--- src/rtl/train_sample_feeder_if.sv ---
// Bus bundle between the training-sample feeder and its surroundings.
// Carries the table-load port, run control, the controller-facing
// sample strobe / feature-label word, and the run status counters.
// The feeder connects through the slave modport; the driver of loads,
// run control and write_en (controller or bench) uses the master modport.
interface train_sample_feeder_if #(
    parameter int FEAT_W  = 4,
    parameter int LABEL_W = 3
);
    logic                        load_en;
    logic [7:0]                  load_addr;
    logic [FEAT_W+LABEL_W-1:0]   load_data;
    logic                        start;
    logic                        abort;
    logic                        write_en;
    logic [FEAT_W+LABEL_W-1:0]   xin;
    logic                        learn;
    logic                        busy;
    logic                        done;
    logic [7:0]                  sample_idx;
    logic [15:0]                 epoch_cnt;
    logic [15:0]                 update_cnt;

    modport master (
        output load_en, load_addr, load_data, start, abort, write_en,
        input  xin, learn, busy, done, sample_idx, epoch_cnt, update_cnt
    );

    modport slave (
        input  load_en, load_addr, load_data, start, abort, write_en,
        output xin, learn, busy, done, sample_idx, epoch_cnt, update_cnt
    );
endinterface

--- src/rtl/train_sample_feeder.sv ---
// Training-sample feeder for the crossbar training controller.
// Holds a loadable table of {features, label} samples, presents the current
// one on xin, requests a run with learn, and steps to the next sample each
// time the controller finishes capturing one (falling edge of write_en).
// Counts consumed samples and completed passes over the table until
// TRAIN_NUM updates have been made.
//
// Optional build macro SAMPLE_SHUFFLE_EN: permutes the presentation order
// each epoch with an 8-bit LFSR (NUM_SAMPLES must then be a power of two).
module train_sample_feeder #(
    parameter int NUM_SAMPLES = 8,
    parameter int TRAIN_NUM   = 1000,
    parameter int FEAT_W      = 4,
    parameter int LABEL_W     = 3
) (
    input  logic                 clk,
    input  logic                 rst_n,
    train_sample_feeder_if.slave bus
);

    localparam int              SAMPLE_W      = FEAT_W + LABEL_W;
    localparam int              IDX_W         = (NUM_SAMPLES > 1) ? $clog2(NUM_SAMPLES) : 1;
    localparam logic [8:0]      NUM_SAMPLES_9 = 9'(NUM_SAMPLES);
    localparam logic [7:0]      LAST_IDX      = 8'(NUM_SAMPLES - 1);
    localparam logic [15:0]     TRAIN_NUM_16  = 16'(TRAIN_NUM);

    typedef enum logic [1:0] {IDLE, ARM, FEED, DONE} state_t;

    state_t               state_q, state_d;
    logic [SAMPLE_W-1:0]  table_mem [NUM_SAMPLES];
    logic                 we_p1;
    logic [7:0]           idx_q, idx_d;
    logic [15:0]          epoch_q, epoch_d;
    logic [15:0]          upd_q, upd_d;
    logic [SAMPLE_W-1:0]  xin_q, xin_d;
    logic [IDX_W-1:0]     rd_addr;
    logic                 we_rise, we_fall, load_ok;

    function automatic logic [15:0] sat_inc16(input logic [15:0] v);
        return (v == 16'hFFFF) ? v : v + 16'd1;
    endfunction

`ifdef SAMPLE_SHUFFLE_EN
    localparam logic [7:0] LFSR_SEED = 8'hA5;

    logic [7:0] lfsr_q, lfsr_d;

    // Fibonacci LFSR, taps 8,6,5,4 (bits 7,5,4,3), shifting toward the MSB.
    function automatic logic [7:0] lfsr_step(input logic [7:0] v);
        return {v[6:0], v[7] ^ v[5] ^ v[4] ^ v[3]};
    endfunction

    if ((NUM_SAMPLES & (NUM_SAMPLES - 1)) != 0) begin : g_pow2_check
        $error("train_sample_feeder: NUM_SAMPLES must be a power of two with SAMPLE_SHUFFLE_EN");
    end

    // Permuted table address: sequential position XOR the epoch's LFSR state.
    assign rd_addr = idx_d[IDX_W-1:0] ^ lfsr_d[IDX_W-1:0];
`else
    assign rd_addr = idx_d[IDX_W-1:0];
`endif

    assign we_rise = bus.write_en & ~we_p1;
    assign we_fall = ~bus.write_en & we_p1;
    assign load_ok = (state_q == IDLE) && bus.load_en
                     && ({1'b0, bus.load_addr} < NUM_SAMPLES_9);

    // FSM state register; reset drops learn/busy at once since they decode state.
    always_ff @(posedge clk or negedge rst_n) begin
        if (!rst_n) state_q <= IDLE;
        else        state_q <= state_d;
    end

    // Next state and next counter values; abort outranks any write_en edge.
    always_comb begin
        state_d = state_q;
        idx_d   = idx_q;
        epoch_d = epoch_q;
        upd_d   = upd_q;
`ifdef SAMPLE_SHUFFLE_EN
        lfsr_d  = lfsr_q;
`endif
        case (state_q)
            IDLE: begin
                if (bus.start) begin
                    state_d = ARM;
                    idx_d   = 8'd0;
                    epoch_d = 16'd0;
                    upd_d   = 16'd0;
`ifdef SAMPLE_SHUFFLE_EN
                    lfsr_d  = LFSR_SEED;
`endif
                end
            end
            ARM: begin
                if (bus.abort)    state_d = IDLE;
                else if (we_rise) state_d = FEED;
            end
            FEED: begin
                if (bus.abort) begin
                    state_d = IDLE;
                end else if (we_fall) begin
                    upd_d = upd_q + 16'd1;
                    if (idx_q == LAST_IDX) begin
                        idx_d   = 8'd0;
                        epoch_d = sat_inc16(epoch_q);
`ifdef SAMPLE_SHUFFLE_EN
                        lfsr_d  = lfsr_step(lfsr_q);
`endif
                    end else begin
                        idx_d = idx_q + 8'd1;
                    end
                    if (upd_d == TRAIN_NUM_16) state_d = DONE;
                end
            end
            DONE:    state_d = IDLE;
            default: state_d = IDLE;
        endcase
    end

    // Presented sample: table[0] while idle, otherwise the entry for the next index.
    always_comb begin
        xin_d = table_mem[rd_addr];
        if (state_d == IDLE) xin_d = table_mem[0];
    end

    // Counters, presented sample, and the write_en history used for edge detection.
    always_ff @(posedge clk or negedge rst_n) begin
        if (!rst_n) begin
            we_p1   <= 1'b0;
            idx_q   <= 8'd0;
            epoch_q <= 16'd0;
            upd_q   <= 16'd0;
            xin_q   <= '0;
        end else begin
            we_p1   <= bus.write_en;
            idx_q   <= idx_d;
            epoch_q <= epoch_d;
            upd_q   <= upd_d;
            xin_q   <= xin_d;
        end
    end

`ifdef SAMPLE_SHUFFLE_EN
    // LFSR state, seeded at reset and again at every start.
    always_ff @(posedge clk or negedge rst_n) begin
        if (!rst_n) lfsr_q <= LFSR_SEED;
        else        lfsr_q <= lfsr_d;
    end
`endif

    // Sample table: storage only, never reset, writable only while idle.
    always_ff @(posedge clk) begin
        if (load_ok) table_mem[bus.load_addr[IDX_W-1:0]] <= bus.load_data;
    end

    assign bus.xin        = xin_q;
    assign bus.learn      = (state_q == ARM);
    assign bus.busy       = (state_q != IDLE);
    assign bus.done       = (state_q == DONE);
    assign bus.sample_idx = idx_q;
    assign bus.epoch_cnt  = epoch_q;
    assign bus.update_cnt = upd_q;

endmodule

--- src/flat_wrapper.sv ---
// flat-port wrapper written by rule: the top's interface ports become plain ports
module train_sample_feeder_flat 
#(
    parameter int NUM_SAMPLES = 8,
    parameter int TRAIN_NUM   = 1000,
    parameter int FEAT_W      = 4,
    parameter int LABEL_W     = 3
)
  (clk, rst_n, bus_load_en, bus_load_addr, bus_load_data, bus_start, bus_abort, bus_write_en, bus_xin, bus_learn, bus_busy, bus_done, bus_sample_idx, bus_epoch_cnt, bus_update_cnt);
  train_sample_feeder_if #(.FEAT_W(FEAT_W), .LABEL_W(LABEL_W)) bus_i ();
  input  logic clk;
  input  logic rst_n;
  input wire logic [$bits(bus_i.load_en)-1:0] bus_load_en;
  input wire logic [$bits(bus_i.load_addr)-1:0] bus_load_addr;
  input wire logic [$bits(bus_i.load_data)-1:0] bus_load_data;
  input wire logic [$bits(bus_i.start)-1:0] bus_start;
  input wire logic [$bits(bus_i.abort)-1:0] bus_abort;
  input wire logic [$bits(bus_i.write_en)-1:0] bus_write_en;
  output wire logic [$bits(bus_i.xin)-1:0] bus_xin;
  output wire logic [$bits(bus_i.learn)-1:0] bus_learn;
  output wire logic [$bits(bus_i.busy)-1:0] bus_busy;
  output wire logic [$bits(bus_i.done)-1:0] bus_done;
  output wire logic [$bits(bus_i.sample_idx)-1:0] bus_sample_idx;
  output wire logic [$bits(bus_i.epoch_cnt)-1:0] bus_epoch_cnt;
  output wire logic [$bits(bus_i.update_cnt)-1:0] bus_update_cnt;
  assign bus_i.load_en = bus_load_en;
  assign bus_i.load_addr = bus_load_addr;
  assign bus_i.load_data = bus_load_data;
  assign bus_i.start = bus_start;
  assign bus_i.abort = bus_abort;
  assign bus_i.write_en = bus_write_en;
  assign bus_xin = bus_i.xin;
  assign bus_learn = bus_i.learn;
  assign bus_busy = bus_i.busy;
  assign bus_done = bus_i.done;
  assign bus_sample_idx = bus_i.sample_idx;
  assign bus_epoch_cnt = bus_i.epoch_cnt;
  assign bus_update_cnt = bus_i.update_cnt;
  train_sample_feeder #(.NUM_SAMPLES(NUM_SAMPLES), .TRAIN_NUM(TRAIN_NUM), .FEAT_W(FEAT_W), .LABEL_W(LABEL_W)) u_core (.clk(clk), .rst_n(rst_n), .bus(bus_i));
endmodule
--- config.mk ---
export PLATFORM = sky130hd
export DESIGN_NAME = train_sample_feeder_flat
export DESIGN_NICKNAME = d
export VERILOG_FILES = /design/src/rtl/train_sample_feeder_if.sv /design/src/rtl/train_sample_feeder.sv /design/src/flat_wrapper.sv
export SDC_FILE = /design/constraint.sdc
export NUM_CORES = 1
export LEC_CHECK = 0
export CAP_MARGIN = 20
export CORE_MARGIN = 10
export CORE_UTILIZATION = 45
export DETAILED_ROUTE_END_ITERATION = 7
export GPL_TIMING_DRIVEN = 0
export PLACE_DENSITY_LB_ADDON = 0.05
export SKIP_LAST_GASP = 1
export SLEW_MARGIN = 15
export SYNTH_ARGS = -nofsm -noshare
export SYNTH_HDL_FRONTEND = slang
export SYNTH_SLANG_ARGS = --single-unit
--- constraint.sdc ---
create_clock -name clk -period 4.48 [get_ports clk]
set_clock_uncertainty 0.15 [all_clocks]
set_input_delay 0.896 -clock clk [delete_from_list [all_inputs] [get_ports clk]]
set_output_delay 0.896 -clock clk [all_outputs]
set_load 0.02 [all_outputs]
=== Word-level counts from Yosys, hierarchy flattened ===
Memory sizes are Yosys's and may differ from the RTL's.
Index checks and enable logic that the tools add are counted.

* Register bits after elaboration: 50
* Bits in latches: 0
* Bits in writable memories: 56
* ROM bits: 0
* Input bits: 21
* Output and inout bits: 50
* Word-level logic and storage cells: 59
* Memories kept: 1

{| class="wikitable"
|+ Memories
! memory !! words !! width !! read ports !! clocked after Yosys merged registers in !! write ports !! line !! source
|-
| u_core.table_mem || 8 || 7 || 2 || 0 || 1 || train_sample_feeder.sv:30 || <nowiki>logic [SAMPLE_W-1:0] table_mem [NUM_SAMPLES];</nowiki>
|}

* Add/sub/neg operators: 3
* $mul: 0
* Div/mod/pow operators: 0
* Magnitude comparators: 1
* Equal/unequal tests: 11
* Shift-type cells: 0
* Muxes and demuxes: 24
* Bitwise gates (word level): 4
* Reduce and logical (&&, ||, !) cells: 8

{| class="wikitable"
|+ Operator list
! operator !! number
|-
| $mux 16 || 7
|-
| $pmux 16 s2 || 2
|-
| $add 16x1->16 const B || 2
|-
| $mux 8 || 4
|-
| $eq 16x10->1 const B || 1
|-
| $eq 16x16->1 const B || 1
|-
| $pmux 8 s2 || 1
|-
| $mux 2 || 6
|-
| $add 8x1->8 const B || 1
|-
| $eq 8x3->1 const B || 1
|-
| $lt 8x4->1 const B || 1
|-
| $pmux 2 s4 || 1
|-
| $mux 7 || 1
|-
| $ne 2x2->1 const B || 3
|-
| $reduce_and 6->1 || 1
|-
| $eq 2x2->1 const B || 2
|-
| $logic_not 2->1 || 2
|-
| $ne 2x1->1 const B || 2
|-
| $reduce_and 4->1 || 1
|-
| $reduce_bool 2->1 || 2
|-
| $and 1x1->1 || 2
|-
| $eq 2x1->1 const B || 1
|-
| $logic_and 1x1->1 || 2
|-
| $mux 1 || 2
|-
| $not 1->1 || 2
|}

=== Longest topological paths before layout ===
Gate-level depths: netlist (run 1).

* Word-level depth: 8
* Mapped depth: 10
* Gate-level depth less buffers: 7

=== Least setup slack after synthesis (run 1) ===
Ideal clock, no wire load.

* Path type: input -> register
* Start: input port bus_write_en
* End: register u_core.xin_q[3], in the netlist u_core.bus.xin[3]
* Library setup time: 121 ps
* Arrival time: 2286 ps
* Required time: 4209 ps
* Setup slack: 1923 ps
* Cell stages on the path: 6
* Buffers on the path: 0
* Path through: nor3b_2 -> and3_4 -> mux2_4 -> nor2_2 -> a221oi_1 -> a22o_1

* Longest elaborated chain between the ends: 7
* Elaborated cells between the ends (all ways): 14
* Classes of those cells: mux (9); bitwise (3); reduce/logical (1); memory (1)

{| class="wikitable"
|+ RTL lines
! what !! line !! source
|-
| from (decl) || flat_wrapper.sv:18 || <nowiki>input wire logic [$bits(bus_i.write_en)-1:0] bus_write_en;</nowiki>
|-
| $not 1->1 || train_sample_feeder.sv:64 || <nowiki>assign we_fall = ~bus.write_en & we_p1;</nowiki>
|-
| $and 1x1->1 || train_sample_feeder.sv:64 ||
|-
| $mux 8 or $mux 2 (tied branches) || train_sample_feeder.sv:102 || <nowiki>end else if (we_fall) begin</nowiki>
|-
| $mux 8 or $mux 2 (tied branches) || train_sample_feeder.sv:100 || <nowiki>if (bus.abort) begin</nowiki>
|-
| $pmux 8 s2 or $pmux 2 s4 (tied branches) || train_sample_feeder.sv:83 || <nowiki>case (state_q)</nowiki>
|-
| $mem_v2 8x7 or $logic_not 2->1 (tied branches) || - ||
|-
| $mux 7 * || train_sample_feeder.sv:124 || <nowiki>if (state_d == IDLE) xin_d = table_mem[0];</nowiki>
|-
| named net u_core.xin_d[3] || train_sample_feeder.sv:35 || <nowiki>logic [SAMPLE_W-1:0] xin_q, xin_d;</nowiki>
|-
| to (signal assigned) || train_sample_feeder.sv:140 || <nowiki>xin_q <= xin_d;</nowiki>
|-
| to (decl) || train_sample_feeder.sv:35 ||
|}

The timed path passes the listed nets; every way through them passes the cells marked *. The select of a mux whose other input is x is not followed.
A chain may end at the register's enable or synchronous reset.

=== Final worst setup path (run 1) ===
* Start: input port bus_abort
* End: register u_core.xin_q[2], in the netlist u_core.bus.xin[2]

* Longest elaborated chain between the ends: 4
* Elaborated cells between the ends (all ways): 8
* Classes of those cells: mux (6); reduce/logical (1); memory (1)

{| class="wikitable"
|+ RTL lines
! what !! line !! source
|-
| from (decl) || flat_wrapper.sv:17 || <nowiki>input wire logic [$bits(bus_i.abort)-1:0] bus_abort;</nowiki>
|-
| $mux 8 (tied with other cells) || train_sample_feeder.sv:100 ||
|-
| $pmux 8 s2 or $pmux 2 s4 (tied branches) || train_sample_feeder.sv:83 ||
|-
| $mem_v2 8x7 or $logic_not 2->1 (tied branches) || - ||
|-
| $mux 7 * || train_sample_feeder.sv:124 ||
|-
| named net u_core.xin_d[2] || train_sample_feeder.sv:35 ||
|}

Marked as above.

==> results.toml, run 1 <==
[timing]
slew_viol_final = 0
setup_viol = 0
layout_min_cycle_time_ns = 3.061
rsz0062_at_grt = "no"
fmax_mhz = 326.7
worstMarginPinSlew_ns = 0.7527
setup-tns-final_ns = 0
finalHoldViolCount = 0
max_slew_margin = 0.4964
timing.final.crit_share = 0.6832

[layout]
multiInputGateArea_um2 = 1888
nNetsFinal = 517
n_antenna_cell = 0
register_area_um2 = 2933
final_cell_mix = "69 x clkdlybuf4s50_1, 56 x edfxtp_1, 50 x dfrtp_1"
drive_gt1_frac = 0.09054
fillCellCount = 939
syn2layout_area_growth_pct = 21.57
utilization = 0.5573
final_common_cell = "clkdlybuf4s50_1"

[worst_setup_path]
cp_data_arrival_time_ns = 3.17
worstRegToRegCells = 6
path_buf_inv = 1
slowest_stage = "clkdlybuf4s50_1"
startpoint_type = "primary input"
cp-end-kind = "register"
worstPathMaxFanout = 7
max_stage_delay_ns = 0.50
reg2reg_to = "u_core.table_mem[0][3]$_DFFE_PP_"
worstPathCellList = "clkdlybuf4s50_1 -> nor3b_2 -> and3_4 -> mux2_4 -> nor2_2 -> a221oi_1 -> a22o_1"
cp_top_family = "simple AND/OR/NAND/NOR gates"
required_ns = 4.59
crit_type = "in -> reg"
r2r_slack_ns = 1.80
r2r-start = "u_core.state_q[1]$_DFF_PN0_"

[grt]
grt_pass1_vias = 3504
antenna_found_initial = 0
grt-ovfl-total = 0
grt_max_degree = 27
grt_usage = 0.1436
grt_pass1_wl_um = 18400

[drt]
routed_wl_um = 11030
firstDrtPassIters = 5
vias_per_cell = 5.521
wl_per_cell_um = 17.32
dr_total_vias = 3517
drt_iter0_markers = 177
ant_nets = 0
drc = 0

[clocking]
clk_root_buffer_cell = "clkbuf_8"
cts_hold_buf = 0
numCtsBuffers = 9
cts_sinks = 106
clkLatencyLatePin_ns = 0.38
cts_setup_buffers = 0
cts_tree = "yes"
clock_path_buffers = 2
path_clk_slew_ns = 0.09
cts_resized = 0
htree_levels = 3

[logic_synthesis]
synth_nets = 434
ys_seq_elements = 106
synth_cells = 410
synth-edff-count = 56
async_reset_ff_frac = 0.4717
synth.top_cell.area_share = 0.3399
synthTopCellsByArea = "edfxtp_1 34%, dfrtp_1 25%, mux2i_1 5.7%"
ys_seq_area_frac = 0.5928
yosys_warnings = 0
syn_area_per_cell_um2 = 12.07
synth_top_cell_by_area = "edfxtp_1"
synth_cell_type_count = 62
synth_area_um2 = 4947
synth_flop_cell = "edfxtp_1"

[job]
cap_violations = 0

[floorplanning]
num_rows = 38
dieArea_um2 = 15590
core_um2 = 10790
initial_core_util = 0.4584
dieHeight_um = 124.9
io_pins = 71
fp.dieW_um = 124.9

[power_and_ir_drop]
power_density_nw_per_um2 = 318.5
leakagePower_nw = 2.152
peakVddDrop_uv = 265.9

[placement]
portBuffers = 70
hpwl_um = 8152
gp_congestion = 0.8140

[worst_hold_path]
holdCritPathClass = "in -> async"

[outcome]
outcome = "finished, final reports clean"
## routing by layer
metal | share of wire | wire [um] | GRT usage
met1 | 0.44 | 4811 | 0.1708
met4 | 0.011 | 119 | 0.04404
met3 | 0.052 | 579 | 0.04596
met2 | 0.50 | 5523 | 0.2416
met5 | 0 | 0 | 0
## synthesized netlist by cell type (2+ instances only)
master	number
buf_2	2
nand2_1	35
a22oi_1	7
clkbuf_1	7
nand2b_1	3
xnor2_1	4
dfrtp_1	50
o31ai_1	5
nor3b_1	2
o21a_1	2
a221oi_1	8
buf_6	3
nor2b_1	4
nor2_1	28
nor3_1	5
a22o_1	7
ha_1	3
and2_1	3
nand3_1	19
mux2_4	2
edfxtp_1	56
and3_1	9
nand4_1	9
o21ai_0	34
mux2i_1	28
or3_1	4
inv_1	8
a31oi_1	3
nor4_1	4
a21oi_1	9
nor2_2	3
xor2_1	12
nand4bb_1	2
and4_1	2
## through the flow
stage	worst slack, ns	cell area, um2	power (mW)	cells	hold WS (ns)
after detailed placement	1.045	5843	1.419	622	0.3589
after CTS	1.454	6010	1.947	637	0.3605
after floorplan	1.923	4947	1.266	410	0.3248
after global placement	0.8033	5823	1.416	620	0.3480
after global routing	1.313	6015	2.010	637	0.3935
final	1.419	6015	1.916	637	0.3701
## registers in the layout, summed over array words and instances, names as in the netlist
name / cells
u_core.bus.epoch_cnt: 16
u_core.bus.xin: 7
u_core.table_mem: 56
u_core.bus.update_cnt: 16
u_core.bus.sample_idx: 8
u_core.we_p1: 1
u_core.state_q: 2
## cells by family (layout without fill, tap and decap cells)
family                     after synthesis  after routing  share of synthesized area
AOI/OAI and AO/OA                       86             86                     0.1204
xor gates and xnor gates                16             16                    0.02832
muxes                                   30             30                    0.06272
DFF                                    106            106                     0.5928
and+or+nand+nor                        146            146                     0.1616
buffers and inverters                   23            110                    0.02656
adders and majority gates                3              3                   0.007588
## power breakdown
group	switching (mW)	internal, mW	leakage, nW
combinational	0.193	0.132	0.885
sequential	0.0142	1.05	1.18
clock	0.322	0.201	0.0835
## final cells by class
class | count | area share
flip-flops and latches | 106 | 0.4876
multi-input cells | 281 | 0.3139
repair buffers | 72 | 0.1198
well taps | 140 | 0.02912
clock buffers | 9 | 0.02059
plain buffers | 14 | 0.01623
clock inverters | 6 | 0.007073
inverters | 9 | 0.005617
## worst max-delay path by stage
| stage | start | endpoint | slack [ns] | cells past startpoint |
|---|---|---|---|---|
| 4_1_cts | bus_abort | u_core.bus.xin[1]$_DFF_PN0_ | 1.45 | 7 |
| 5_1_grt | bus_abort | u_core.bus.xin[6]$_DFF_PN0_ | 1.31 | 7 |
| 3_5_place_dp | bus_abort | u_core.bus.xin[1]$_DFF_PN0_ | 1.05 | 7 |
| 2_1_floorplan | bus_write_en | u_core.bus.xin[3]$_DFF_PN0_ | 1.92 | 6 |
| 6_report | bus_abort | u_core.bus.xin[2]$_DFF_PN0_ | 1.42 | 7 |
| 3_3_place_gp | rst_n | u_core.bus.xin[5]$_DFF_PN0_ | 0.80 | 1 |
## worst reg2reg max path, stage by stage (launching register included)
cell      delay, ns
dfrtp_1        0.39
buf_6          0.14
or2_2          0.35
nor3b_1        0.39
nand3b_1       0.21
nor3_1         0.44
buf_2          0.30
No activity file was read; power rests on OpenSTA's default activity.
==> run 2, diff against run 1 <==
- clock period: 4.48 -> 2.75 ns (I/O delays scaled with it)
==> results.toml, run 2 (synthesized netlist as in run 1, its figures left out) <==
[outcome]
outcome = "finished, final reports clean"

[power_and_ir_drop]
leakagePower_nw = 2.164
power_density_nw_per_um2 = 518.0
p_clk_frac = 0.274
p_comb_frac = 0.170
peakVddDrop_uv = 431.0
power.total_mw = 3.127
power.internal_mw = 2.259
seq_power_share = 0.556
p_sw_frac = 0.2775
p_switching_mw = 0.8677

[worst_setup_path]
worst-path-stages = 5
slowest_stage = "nor2_1"
cp-end-kind = "register"
path_buf_inv = 1
worstRegToRegCells = 5
r2r-start = "u_core.state_q[1]$_DFF_PN0_"
max_stage_delay_ns = 0.59
r2r_slack_ns = 0.09
cp_top_family = "simple AND/OR/NAND/NOR gates"
worstPathMaxFanout = 10
cp_data_arrival_time_ns = 2.53
startpoint_type = "register"
reg2reg_to = "u_core.table_mem[3][4]$_DFFE_PP_"
worstPathCellList = "buf_6 -> or2_2 -> nor3b_1 -> nand3_1 -> nor2_1"
crit_end = "u_core.table_mem[3][4]$_DFFE_PP_"
crit_type = "reg -> reg"
required_ns = 2.62
crit_path_start = "u_core.state_q[1]$_DFF_PN0_"

[drt]
vias_per_cell = 5.524
wl_per_cell_um = 17.37
firstDrtPassIters = 4
routed_wl_um = 11060
drc = 0
drt_iter0_markers = 173
dr_total_vias = 3519
ant_nets = 0

[clocking]
clk_root_buffer_cell = "clkbuf_8"
cts_hold_buf = 0
clkLatencyLatePin_ns = 0.38
path_clk_slew_ns = 0.10
cts_sinks = 106
clock_path_buffers = 2
cts_tree = "yes"
cts_setup_buffers = 0
numCtsBuffers = 9
htree_levels = 3

[floorplanning]
dieArea_um2 = 15590
initial_core_util = 0.4584
core_um2 = 10790
dieHeight_um = 124.9
num_rows = 38
fp.dieW_um = 124.9
io_pins = 71

[placement]
gp_congestion = 0.8140
pre_cts_ws_ns = -0.3385
dp_cells = 622
hpwl_um = 8152
portBuffers = 70
dpl-instance-area_um2 = 5843

[grt]
grt_max_degree = 27
antenna_found_initial = 0
grt-ovfl-total = 0
grt_usage = 0.1435
grt_pass1_vias = 3506
grt_pass1_wl_um = 18380

[layout]
postLayoutCellArea_um2 = 6036
n_antenna_cell = 0
stdcell_count = 637
nNetsFinal = 517
fillCellCount = 933
drive_gt1_frac = 0.09859
final_common_cell = "clkdlybuf4s50_1"
utilization = 0.5592
syn2layout_area_growth_pct = 22.00
largest_reg_flops = 56
final_cell_mix = "68 x clkdlybuf4s50_1, 56 x edfxtp_1, 50 x dfrtp_1"

[timing]
layout_min_cycle_time_ns = 2.663
timing.final.crit_share = 0.9682
finalHoldViolCount = 0
setup_viol = 0
fmax_mhz = 375.6
rsz0062_at_grt = "yes"
fin_ws_ns = 0.08741
setup-tns-final_ns = 0
slew_viol_final = 0
worstMarginPinSlew_ns = 0.6917
max_slew_margin = 0.5372
holdWs_ns = 0.02171

[job]
cap_violations = 0

[worst_hold_path]
holdCritPathClass = "in -> async"
## run 2: final cells by class
class | count | area (um2) | area share
flip-flops and latches | 106 | 2933 | 0.4859
multi-input cells | 281 | 1907 | 0.3159
repair buffers | 72 | 723.2 | 0.1198
well taps | 140 | 175.2 | 0.02902
clock buffers | 9 | 123.9 | 0.02052
plain buffers | 14 | 97.59 | 0.01617
clock inverters | 6 | 42.54 | 0.007048
inverters | 9 | 33.78 | 0.005597
## run 2: layer usage
metal,up-vias,track usage,share of wire
met5,-,0,0
met4,0,0.04404,0.0085
met3,8,0.04596,0.053
met2,78,0.2419,0.50
met1,1732,0.1703,0.44
li1,1701,-,-
## run 2: worst min path at each step
stage                                     start                              endpoint  slack (ns)  depth (start not counted)
2_1_floorplan                             rst_n   u_core.bus.epoch_cnt[0]$_DFFE_PN0P_        0.10                          0
3_3_place_gp   u_core.table_mem[0][4]$_DFFE_PP_           u_core.bus.xin[4]$_DFF_PN0_        0.35                          1
3_5_place_dp   u_core.table_mem[0][3]$_DFFE_PP_           u_core.bus.xin[3]$_DFF_PN0_        0.36                          1
4_1_cts                                   rst_n    u_core.bus.sample_idx[1]$_DFF_PN0_        0.01                          1
5_1_grt                                   rst_n           u_core.bus.xin[4]$_DFF_PN0_        0.05                          1
6_report                                  rst_n  u_core.bus.update_cnt[8]$_DFFE_PN0P_        0.02                          1
## run 2: timing repair
action	4_1_cts	5_1_grt
hold endpoints to repair	0	0
resized for setup	1	6
setup endpoints to repair	7	47
## run 2: worst reg2reg max path, stage by stage (launching register included)
cell and delay [ns]:
dfrtp_1 0.39, buf_6 0.14, or2_2 0.35, nor3b_1 0.41
nand3_1 0.26, nor2_1 0.59
## run 2: power by group through the flow
| stage | Combinational [mW] | Sequential (mW) | Clock [mW] |
|---|---|---|---|
| detailed placement | 0.538 | 1.77 | 0 |
| global route | 0.576 | 1.75 | 0.954 |
| CTS | 0.539 | 1.74 | 0.893 |
| finish | 0.531 | 1.74 | 0.856 |
| global placement | 0.532 | 1.77 | 0 |
| floorplan | 0.243 | 1.82 | 0 |
